`src/rtl/dmem_arbiter.sv`:
```
// dmem_arbiter: two-port valid/ready arbiter sharing one ram data port, one transaction in flight.
// Define DMEM_ARB_CORE_PRIO_EN for fixed core priority instead of round-robin.
module dmem_arbiter #(
  parameter int ADDRW = 14,
  parameter int DATAW = 32
) (
  input  logic             clk,
  input  logic             resetn,
  input  logic [1:0]       req_valid,
  output logic [1:0]       req_ready,
  input  logic [ADDRW-1:0] req_addr0,
  input  logic [ADDRW-1:0] req_addr1,
  input  logic [DATAW-1:0] req_wdata0,
  input  logic [DATAW-1:0] req_wdata1,
  input  logic [1:0]       req_wsize0,
  input  logic [1:0]       req_wsize1,
  output logic [1:0]       rsp_valid,
  output logic [DATAW-1:0] rsp_data,
  output logic             rsp_err,
  output logic             busy,
  output logic [ADDRW-1:0] m_addr,
  output logic [DATAW-1:0] m_wdata,
  output logic [1:0]       m_wsize,
  input  logic [DATAW-1:0] m_rdata
);
  typedef enum logic [1:0] {IDLE, ACCESS, RESP} state_t;
  state_t state, state_nx;
  logic id, rr_last, err, both_gnt, gnt, accept, mis;
  logic [ADDRW-1:0] sel_addr;
  logic [DATAW-1:0] sel_wdata;
  logic [1:0] sel_wsize;
`ifdef DMEM_ARB_CORE_PRIO_EN
  assign both_gnt = 1'b0;
`else
  assign both_gnt = ~rr_last;
`endif
  always_comb begin
    gnt = &req_valid ? both_gnt : req_valid[1];
    req_ready = (state == IDLE && !resetn && |req_valid) ? {gnt, ~gnt} : 2'b00;
    accept = |req_ready;
    sel_addr = gnt ? req_addr1 : req_addr0;
    sel_wdata = gnt ? req_wdata1 : req_wdata0;
    sel_wsize = gnt ? req_wsize1 : req_wsize0;
    // writes that would straddle a ram word are dropped and reported
    mis = (sel_wsize == 2'b10 && sel_addr[1:0] == 2'b11) ||
          (sel_wsize == 2'b11 && sel_addr[1:0] != 2'b00);
    state_nx = state;
    state_nx = state == IDLE ? (accept ? ACCESS : IDLE) :
               state == ACCESS ? RESP : IDLE;
    rsp_valid = state == RESP ? (id ? 2'b10 : 2'b01) : 2'b00;
    rsp_err = state == RESP && err;
    rsp_data = m_rdata;
    busy = state != IDLE;
  end
  always_ff @(posedge clk) begin
    if (resetn) begin
      state <= IDLE;
      id <= 1'b0;
      rr_last <= 1'b1;
      err <= 1'b0;
      m_addr <= '0;
      m_wdata <= '0;
      m_wsize <= 2'b00;
    end else begin
      state <= state_nx;
      if (accept) begin
        id <= gnt;
        rr_last <= gnt;
        err <= mis;
        m_addr <= sel_addr;
        m_wdata <= sel_wdata;
        m_wsize <= mis ? 2'b00 : sel_wsize;
      end else begin
        m_wsize <= 2'b00;
      end
    end
  end
endmodule

```
`config.mk`:
```
export PLATFORM = sky130hd
export DESIGN_NAME = dmem_arbiter
export DESIGN_NICKNAME = d
export VERILOG_FILES = /design/src/rtl/dmem_arbiter.sv
export SDC_FILE = /design/constraint.sdc
export NUM_CORES = 1
export LEC_CHECK = 0
export ABC_AREA = 1
export CAP_MARGIN = 0
export CORE_MARGIN = 4
export CORE_UTILIZATION = 31
export CTS_CLUSTER_DIAMETER = 150
export CTS_CLUSTER_SIZE = 14
export DETAILED_ROUTE_END_ITERATION = 12
export HOLD_SLACK_MARGIN = 0.12
export PLACE_DENSITY_LB_ADDON = 0.2
export SYNTH_ARGS = -nofsm -noshare
export SYNTH_HDL_FRONTEND = slang
export SYNTH_SLANG_ARGS = --single-unit
export TNS_END_PERCENT = 5
```
`constraint.sdc`:
```
create_clock -name clk -period 1.4 [get_ports clk]
set_clock_uncertainty 0.1 [all_clocks]
set_input_delay 0.28 -clock clk [delete_from_list [all_inputs] [get_ports clk]]
set_output_delay 0.28 -clock clk [all_outputs]
set_load 0.02 [all_outputs]
```
Word-level counts from Yosys, hierarchy flattened
Cells that the tools add are included.
- bits in registers: 53
- logic and storage cells: 39
- output and inout bits: 86
- bits of input ports: 132
- mux-type cells: 10
- reduce and logical (&&, ||, !) cells: 14
- equal/unequal tests: 5
- bitwise operators: 3
- operators with widths (cell ; number):
    $mux W32 ; 1
    $mux W14 ; 1
    $mux W2 ; 6
    $eq A2 B2 Y1 const B ; 4
    $logic_and A1 B1 Y1 ; 5
    $reduce_bool A2 Y1 ; 2
    $reduce_or A2 Y1 ; 2
    $not A1 Y1 ; 3
    $reduce_or A3 Y1 ; 1
    $eq A2 B1 Y1 const B ; 1
    $logic_not A2 Y1 ; 1
    $mux W1 ; 2
    $reduce_and A2 Y1 ; 1
    $logic_not A1 Y1 ; 1
    $logic_or A1 B1 Y1 ; 1

Longest topological paths before layout
- depth after elaboration: 7
- depth in mapped cells: 10

Least setup slack after synthesis
OpenSTA, ideal clock, no wires.
- kind: register to output
- start point: register state[0]
- end point: output req_ready[1]
- stages on the path, launching flop included: 7
- slack: -0.080 ns
- buffers on the path: 1
- data arrival time: 1.100 ns
- cells stage by stage: dfxtp_1 nor2_1 o21ai_2 nor2_4 buf_2 nand3_1 inv_1
- word-level cells in the longest chain between the ends: 4
- RTL lines (what ; line ; text):
    start: declaration ; 27 ; state_t state, state_nx;
    start signal: assignment ; 65 ; state <= state_nx;
    $logic_not A2 Y1 ; 39 ; req_ready = (state == IDLE && !resetn && |req_valid) ? {gnt, ~gnt} : 2'b00;
    $logic_and A1 B1 Y1 (2 in series) ; 39 ;
    $mux W2 ; 39 ;
    end: declaration ; 10 ; output logic [1:0] req_ready,
No other way between the ends.

Final worst setup path
- start point: register state[1]
- end point: output req_ready[1]
The elaborated chain is that of the path after synthesis.

==> flow_summary.yaml <==
die:
  die_y_um: 104
  dieArea_sq_um: 10700
  die_w_um: 104
  row_count: 34
  pin_count: 218
  core_sq_um: 8810
  start_util: 0.322
synth:
  syn-cell-area_sq_um: 2830
  avgSynthCellArea_sq_um: 6.47
  syn_nets: 570
  yosys.cell_types.count: 18
  yosysSeqAreaShare: 0.374
  syn_inst: 438
  synth_seq_cells: 53
  yosys_warnings: 0
detailed_routing:
  wl_per_cell_um: 13.7
  ant_nets: 0
  vias: 3068
  drc: 0
  met1_length_um: 3800
  drt_iter0_markers: 77
  vias_per_cell: 4.61
  highest_layer: "met4"
  finalWirelength_um: 9080
  wl_met3_um: 802
  dr_wl_met2_um: 4310
  dr.pass1.iters: 4
global_routing:
  grt_max_degree: 48
  antenna_found_initial: 0
  grt_pass1_wl_um: 14700
  grt.total_usage: 0.163
  grt.overflow.total: 0
  grt_pass1_vias: 2974
finish:
  n_antenna_cell: 0
  final_common_cell: "nand2_1"
  mostFrequentLayoutCells: "192 x nand2_1, 96 x clkdlybuf4s50_1, 51 x dfxtp_1"
  drive_gt1_frac: 0.111
  n_fill_cell: 911
  area_delta_synth_final_pct: 54.7
  fin_nets: 688
  final_area_sq_um: 4380
placed_design:
  port-buffer-count: 153
  place.gp.congestion: 0.749
  hpwl_um: 6610
  place_area_sq_um: 4230
  dp_slack_ns: -0.765
hold_path:
  hold_depth: 4
  holdCritStartpoint: "resetn"
  hold_end: "id$_SDFFE_PP0P_"
  hold_path.class: "in2reg"
setup_path:
  crit_top_cell: "nor2_4"
  crit_chain: "nor2_4, o21ai_2, nor2_4, nand3_2, inv_2, buf_4"
  r2r_slack_ns: -0.17
  worst_path_max_delay_cell: "dfxtp_2"
  r2r_start: "state[1]$_SDFF_PP0_"
  rr_worst_depth: 8
  crit_required_ns: 1.02
  reg2reg_to: "m_wdata[9]$_SDFFE_PP0P_"
  worst_setup_path_start_kind: "flip-flop"
  worstSetupEndpointType: "primary output"
  critPathKind: "reg2out"
  crit_arrival_ns: 1.27
  cp_max_fo: 3
  cp_slowest_stage_delay_ns: 0.35
clock_network:
  numCtsBuffers: 5
  cts.clk_slew.worst_paths_ns: 0.10
  clk-insertion-delay-late_ns: 0.30
  cts_root_buf: "clkbuf_8"
  cts_buffer_depth: 2
  htree_num_levels: 2
  cts_tree: "yes"
  holdBufCountCts: 0
  cts.sinks: 53
sta:
  hold_viol_final: 0
  slew_viol_final: 0
  post-route-min-period_ns: 1.65
  worst_pin_slew_ns: 0.515
  fmax_ghz: 0.604
  setup_violations: 53
  max_slew_margin: 0.657
  timing.final.ws_setup_ns: -0.255
  rsz0062_at_grt: "yes"
  min_period_over_period: 1.18
outcome:
  violations: "setup timing"
  status: "complete, but fails checks"
power_and_ir_drop:
  peakVddDrop_v: 0.000425
  p_leak_uw: 0.00198
  p_per_area_nw_per_um2: 929
job:
  drv_cap: 0
## routing by layer
metal | global-route usage | vias up
li1 | - | 1585
met1 | 0.193 | 1338
met2 | 0.275 | 117
met3 | 0.0597 | 28
met4 | 0.0494 | 0
met5 | 0 | -
## cells in the mapped netlist
master,count,area [sq um]
o21ai_1,2,10.0
buf_2,19,95.1
nor3_1,1,5.00
nand3b_1,3,22.5
nand2_2,2,12.5
nand3_1,50,250
nor2_4,1,11.3
nor2_1,9,33.8
inv_2,1,3.75
a21oi_1,45,225
buf_4,34,255
clkbuf_1,5,18.8
nand2_1,193,724
buf_6,3,33.8
dfxtp_1,53,1060
o21ai_0,2,10.0
o21ai_2,1,8.76
inv_1,14,52.6
## stage by stage
| stage | hold slack [ns] | util | power (uW) | instances | setup TNS, ns |
|---|---|---|---|---|---|
| after floorplan | 0.340 | - | 2430 | 438 | 0 |
| after global placement | 0.347 | 0.480 | 2900 | 655 | -36.50 |
| after detailed placement | 0.350 | 0.480 | 2920 | 655 | -38.79 |
| after CTS | 0.242 | 0.496 | 4110 | 665 | -12.65 |
| after global routing | 0.271 | 0.498 | 4300 | 665 | -12.24 |
| final | 0.262 | 0.498 | 4070 | 665 | -7.39 |
## cell families after synthesis
| group | synth area share |
|---|---|
| flops | 0.374 |
| compound gates | 0.0896 |
| simple gates | 0.374 |
| buf+inv | 0.162 |
## final cells by class
| type | count | area (sq um) | area share |
|---|---|---|---|
| repair buffers | 172 | 1640 | 0.373 |
| multi-input cells | 309 | 1360 | 0.309 |
| flip-flops and latches | 53 | 1060 | 0.243 |
| well taps | 108 | 135 | 0.0308 |
| clock buffers | 5 | 68.8 | 0.0157 |
| clock inverters | 3 | 65.1 | 0.0148 |
| inverters | 15 | 58.8 | 0.0134 |
## how the worst max path moves through the flow
| stage | start | endpoint | cells after the start |
|---|---|---|---|
| after global placement | req_valid[0] | m_wdata[3]$_SDFFE_PP0P_ | 8 |
| after floorplan | rr_last$_SDFFE_PP1P_ | req_ready[0] | 6 |
| after global routing | state[1]$_SDFF_PP0_ | req_ready[0] | 6 |
| after CTS | state[1]$_SDFF_PP0_ | m_wdata[9]$_SDFFE_PP0P_ | 8 |
| after detailed placement | req_valid[0] | m_wdata[9]$_SDFFE_PP0P_ | 8 |
| final | state[1]$_SDFF_PP0_ | req_ready[1] | 6 |
## critical path: cells and delay by family (launching register included)
kind / cells / cell delay, ns
simple gates: 3 / 0.35
buf+inv: 2 / 0.19
flops: 1 / 0.35
compound gates: 1 / 0.09
## state kept, by name, summed over array words and instances, names as in the netlist
signal and count:
id 1, m_wdata 32, err 1, m_addr 14, rr_last 1, state 2, m_wsize 2
## repair_timing
| item | in CTS | in global routing |
|---|---|---|
| resized for setup | 100 | 56 |
| buffers inserted | 2 | 0 |
| pin swaps | 3 | 2 |
| setup endpoints to repair | 104 | 95 |
## power by group
group / internal [uW] / switching, uW / leakage, uW
Combinational: 574 / 613 / 0.00148
Clock: 710 / 505 / 0.0000681
Sequential: 1610 / 56.1 / 0.000434
Total: 2900 / 1170 / 0.00198
No activity file was read; power rests on OpenSTA's default activity.
